--- config.mk ---
export PLATFORM = sky130hd
export DESIGN_NAME = latch_write_sequencer
export DESIGN_NICKNAME = d
export VERILOG_FILES = /design/src/rtl/latch_seq_pkg.sv /design/src/rtl/latch_write_sequencer_timer.sv /design/src/rtl/latch_write_sequencer.sv
export SDC_FILE = /design/constraint.sdc
export NUM_CORES = 1
export LEC_CHECK = 0
export ABC_AREA = 1
export CAP_MARGIN = 40
export CORE_MARGIN = 2
export CORE_UTILIZATION = 42
export CTS_CLUSTER_SIZE = 10
export DETAILED_ROUTE_END_ITERATION = 10
export HOLD_SLACK_MARGIN = 0.1
export PLACE_DENSITY = 0.84
export SYNTH_ARGS = -nofsm -noshare
export SYNTH_HDL_FRONTEND = slang
export SYNTH_HIERARCHICAL = 1
export SYNTH_SLANG_ARGS = --single-unit
--- constraint.sdc ---
create_clock -name clk -period 1.35 [get_ports clk]
set_input_delay 0.405 -clock clk [delete_from_list [all_inputs] [get_ports clk]]
set_output_delay 0.405 -clock clk [all_outputs]
set_load 0.1 [all_outputs]
--- src/rtl/latch_seq_pkg.sv ---
// latch_seq_pkg: shared FSM state type and one-hot decode helper for the latch write sequencer
package latch_seq_pkg;
  localparam int ONEHOT_W = 32;
  typedef enum logic [2:0] {IDLE, SETUP, PULSE, HOLD, ERR} latch_seq_state_t;
  function automatic logic [ONEHOT_W-1:0] onehot(input logic [4:0] idx);
    return {{(ONEHOT_W-1){1'b0}}, 1'b1} << idx;
  endfunction
endpackage

--- src/rtl/latch_write_sequencer_timer.sv ---
// latch_phase_timer: loadable down-counter that parks at zero and flags it
module latch_phase_timer #(
  parameter int W = 1
) (
  input  logic         clk,
  input  logic         reset,
  input  logic         load,
  input  logic [W-1:0] load_val,
  output logic         zero
);
  logic [W-1:0] r_cnt;
  // load has priority so a phase entry on the terminal cycle restarts cleanly
  always_ff @(posedge clk) begin
    if (!reset) r_cnt <= '0;
    else if (load) r_cnt <= load_val;
    else if (r_cnt != '0) r_cnt <= r_cnt - 1'b1;
  end
  assign zero = (r_cnt == '0);
endmodule

--- src/rtl/latch_write_sequencer.sv ---
// latch_write_sequencer: turns valid/ready write requests into setup/pulse/hold latch write sequences
module latch_write_sequencer
  import latch_seq_pkg::*;
#(
  parameter int DATA_W = 8,
  parameter int NUM_LATCH = 4,
  parameter int SETUP_CYC = 1,
  parameter int PULSE_CYC = 2,
  parameter int HOLD_CYC = 1,
  localparam int ADDR_W = (NUM_LATCH > 1) ? $clog2(NUM_LATCH) : 1
) (
  input  logic              clk,
  input  logic              reset,
  input  logic              req_valid,
  output logic              req_ready,
  input  logic [ADDR_W-1:0] req_addr,
  input  logic [DATA_W-1:0] req_data,
  output logic [DATA_W-1:0] lat_data,
  output logic [NUM_LATCH-1:0] lat_en,
  output logic              busy,
  output logic              done,
  output logic              err
);
  localparam int MAX_CYC = (SETUP_CYC > PULSE_CYC) ? ((SETUP_CYC > HOLD_CYC) ? SETUP_CYC : HOLD_CYC)
                                                   : ((PULSE_CYC > HOLD_CYC) ? PULSE_CYC : HOLD_CYC);
  localparam int CW = $clog2(MAX_CYC + 1);
  localparam logic [CW-1:0] S_LD = CW'(SETUP_CYC - 1);
  localparam logic [CW-1:0] P_LD = CW'(PULSE_CYC - 1);
  localparam logic [CW-1:0] H_LD = CW'(HOLD_CYC - 1);
  latch_seq_state_t r_state, w_next;
  logic [ADDR_W-1:0] r_addr;
  logic [DATA_W-1:0] r_data;
  logic [NUM_LATCH-1:0] r_en;
  logic [ONEHOT_W-1:0] w_dec_full;
  logic [NUM_LATCH-1:0] w_dec;
  logic w_accept, w_in_range, w_zero, w_load;
  logic [CW-1:0] w_load_val;
  assign w_in_range = {1'b0, req_addr} < (ADDR_W+1)'(NUM_LATCH);
  assign w_dec_full = onehot(5'(r_addr));
  assign w_dec = w_dec_full[NUM_LATCH-1:0];
  latch_phase_timer #(.W(CW)) u_timer (
    .clk(clk), .reset(reset), .load(w_load), .load_val(w_load_val), .zero(w_zero)
  );
  // state register; reset aborts any sequence in flight
  always_ff @(posedge clk) begin
    if (!reset) r_state <= IDLE;
    else r_state <= w_next;
  end
  // phase advance: each timed phase moves on once its counter reaches zero
  always_comb begin
    w_next = (r_state == IDLE)  ? (w_accept ? (w_in_range ? SETUP : ERR) : IDLE) :
             (r_state == SETUP) ? (w_zero ? PULSE : SETUP) :
             (r_state == PULSE) ? (w_zero ? HOLD : PULSE) :
             (r_state == HOLD)  ? (w_zero ? IDLE : HOLD) : IDLE;
  end
  // handshake, status pulses and phase-timer reloads on every phase entry
  always_comb begin
    req_ready = (r_state == IDLE) && reset;
    w_accept = req_valid && req_ready;
    busy = (r_state != IDLE);
    done = (r_state == HOLD) && w_zero;
    err = (r_state == ERR);
    w_load = w_accept || (((r_state == SETUP) || (r_state == PULSE)) && w_zero);
    w_load_val = (r_state == IDLE) ? S_LD : (r_state == SETUP) ? P_LD : H_LD;
  end
  // request capture and registered latch bus; enables derive from next state so they never glitch
  always_ff @(posedge clk) begin
    if (!reset) begin
      r_addr <= '0;
      r_data <= '0;
      r_en <= '0;
    end else begin
      if (w_accept) r_addr <= req_addr;
      if (w_accept && w_in_range) r_data <= req_data;
      r_en <= (w_next == PULSE) ? w_dec : '0;
    end
  end
  assign lat_data = r_data;
  assign lat_en = r_en;
endmodule

==> summary.txt <==
Cells and area
  • Area used by sequential logic in the layout: roughly 370 sq um
  • Most frequent standard cell in the layout excluding fill and tap cells: sky130_fd_sc_hd__nand2_1
  • Area taken by multi-input logic gates: around 450 sq um
  • Ratio of cells with drive above 1 in the final layout: 0.466
  • Area delta synth->final: 88.1%
  • Final instance count without filler cells: 173
  • Post-layout net count: 167
  • Filler cell count: 103
  • Most used cells in the layout excluding fill and tap cells: sky130_fd_sc_hd__nand2_1, sky130_fd_sc_hd__buf_12, sky130_fd_sc_hd__dfxtp_1, sky130_fd_sc_hd__buf_4, sky130_fd_sc_hd__clkdlybuf4s50_1
  • Count of inserted antenna diode cells: 0

Global routing
  • Number of global-route vias before repair: 827
  • Number of antenna violations at the first check in global routing: 0
  • Overall routing resource usage: 0.217
  • First-pass GRT wire length: 3340 um
  • GRT overflow: 0
  • Pin count of the biggest net entering global routing: 14

Logic synthesis
  • Sequential area share after synthesis: 0.451
  • Post-Synthesis Cell Area: 800 sq um
  • Total of flip-flops plus latches after synthesis: 18
  • Top-area cell type share of the netlist area: 0.451
  • Dominant synthesized flop cell: sky130_fd_sc_hd__dfxtp_1
  • Async set-reset flop share out of synthesis: 0
  • Avg Cell Area, Syn: approximately 7.7 sq um
  • Dominant cell type by area after synthesis: sky130_fd_sc_hd__dfxtp_1
  • Count of flip-flops with a built-in enable after synthesis: 0
  • Largest cells by area after synthesis: sky130_fd_sc_hd__dfxtp_1, sky130_fd_sc_hd__nand2_1, sky130_fd_sc_hd__ha_1
  • Number of warnings printed during yosys synthesis: 6
  • Syn Inst Count: 104
  • Unique cell type count in the Yosys netlist: 18

Routing
  • Routed wirelength normalized by instance count: between 10 and 15 um
  • Vias per cell: 4.76
  • Via count of the routed design: 823
  • Total length of routed wires: 2360 um
  • Detailed-route DRC error count: 0
  • Drt first pass iters: 4
  • Detail Route Antenna Nets: 0
  • Detailed Route Iter0 Violations: 4

Timing
  • Peak Freq: 0.621 GHz
  • Worst clock skew: about 0.8 ps
  • Final critical path time including I/O delays and setup: roughly 1600 ps
  • Worst path setup slack after routing: -260 ps
  • Setup-failing EPs final: 18
  • Unrepaired setup endpoints after global routing: true
  • Post-route fraction of the period consumed by the critical path: 1.19
  • Max-slew violation count: 0
  • Final Hold Fails: 0
  • Aggregate negative setup slack: -2050 ps
  • Worst hold margin: 479 ps

Job
  • Max cap viols: 0

Clock network
  • Htree depth: 1
  • Number of clock buffers inserted by TritonCTS: 3
  • CTS sink count: 18
  • Largest buffer count on any clock path: 2
  • Clock-pin slew of the registers on the worst-case setup and hold paths: 100 ps
  • CTS tree: done
  • Cell at the root of the clock tree: sky130_fd_sc_hd__clkbuf_4
  • Worst-skew pair later-pin latency: around 290 ps

Place
  • RD Place Congestion: 0.732
  • Placed cell count: around 160
  • Dpl hpwl: 1510 um
  • Setup WS pre-CTS: -325 ps
  • Number of I/O port buffers: 27

Floorplanning
  • Number of primary I/O pins: 29
  • Die height: 47.6 um
  • Horizontal extent of the die: 47.6 um
  • Row cnt: 15
  • Starting density of the core: 0.453
  • Die ar.: 2270 sq um
  • Core Area: 1760 sq um

Worst setup path
  • Data required time of the worst path: between 1500 and 2000 ps
  • Crit end category: flop
  • Top fanout value on the critical path: 3
  • Critical path arrival: 1840 ps
  • Worst Setup Path Type: flop to flop
  • Critical path launch point type: flop

Hold path
  • Path type of the worst min-delay path: flop to flop

Run status
  • Run status: finished with violations
  • Violations in the final reports: negative setup slack

Pwr
  • Total power: 0.00148 W
  • Peak VDD IR: 0.736 mV
  • LEAKAGE: 0.673 nW
  • Cell area power density: 986 nW/um^2
per-stage QoR:
stage / cell area, sq um / util
after floorplan: 873 / -
after detailed placement: 1330 / 0.755
final: 1500 / 0.852
after global routing: 1500 / 0.852
after global placement: 1330 / 0.755
after CTS: 1430 / 0.810
per-layer routing:
layer	track usage	share of wire	up-vias
met5	0	0	-
met4	0.130	0.027	0
met3	0.0340	0.044	6
met2	0.400	0.58	24
met1	0.230	0.35	386
li1	-	-	407
cell type report:
type	instances	share of cell area
Clock buffer	4	0.0241
Multi-Input combinational cell	68	0.301
Timing Repair Buffer	41	0.349
Inverter	17	0.0607
Tap cell	25	0.0208
Sequential cell	18	0.245
where the power goes:
group / switching, W / internal [W] / total, W
Sequential: 0.0000361 / 0.000568 / 0.000605
Combinational: 0.000336 / 0.000217 / 0.000553
Clock: 0.000161 / 0.000164 / 0.000325
sequential cells by signal, indices dropped and copies added (netlist names):
signal and cells:
lat_en 4, r_state 2, lat_data 8, r_addr 2
u_timer/r_cnt 2
cell usage after synthesis (2+ instances only):
master,n
sky130_fd_sc_hd__ha_1,5
sky130_fd_sc_hd__inv_2,4
sky130_fd_sc_hd__a21oi_1,6
sky130_fd_sc_hd__nor2_1,6
sky130_fd_sc_hd__dfxtp_1,18
sky130_fd_sc_hd__o21ai_0,4
sky130_fd_sc_hd__nand4_2,2
sky130_fd_sc_hd__nand2_2,2
sky130_fd_sc_hd__inv_1,13
sky130_fd_sc_hd__nand3_1,9
sky130_fd_sc_hd__nand2_1,28
logic make-up after synthesis:
kind of cell | synth area share
buf+inv | 0.110
compound gates | 0.0720
other cells | 0.00469
simple gates | 0.285
flops | 0.451
fa+ha+maj | 0.0782
worst paths after layout:
check	from	cells past startpoint	slack [ps]	end
min	r_addr[0]	1	480	lat_en[2]
max reg2reg	r_state[1]	10	-260	lat_en[0]
max	r_state[1]	10	-260	lat_en[0]
min reg2reg	r_addr[0]	1	480	lat_en[2]
worst max-delay path, stage by stage, from the launching register on:
cell and delay (ps):
sky130_fd_sc_hd__dfxtp_4 370, sky130_fd_sc_hd__inv_2 50, sky130_fd_sc_hd__buf_4 120, sky130_fd_sc_hd__ha_1 230
sky130_fd_sc_hd__inv_2 90, sky130_fd_sc_hd__nor2_1 50, sky130_fd_sc_hd__nor2_1 140, sky130_fd_sc_hd__nand2_1 120
sky130_fd_sc_hd__inv_2 100, sky130_fd_sc_hd__nand4_2 130, sky130_fd_sc_hd__nor2_1 140
repair_timing:
action                     CTS  global route
cloned                       1             0
pin swaps                    2             5
hold buffers                 0             0
buffers inserted             5             5
setup endpoints to repair    5            20
gates resized for setup      8            14
Power figures use the tool's default switching activity.
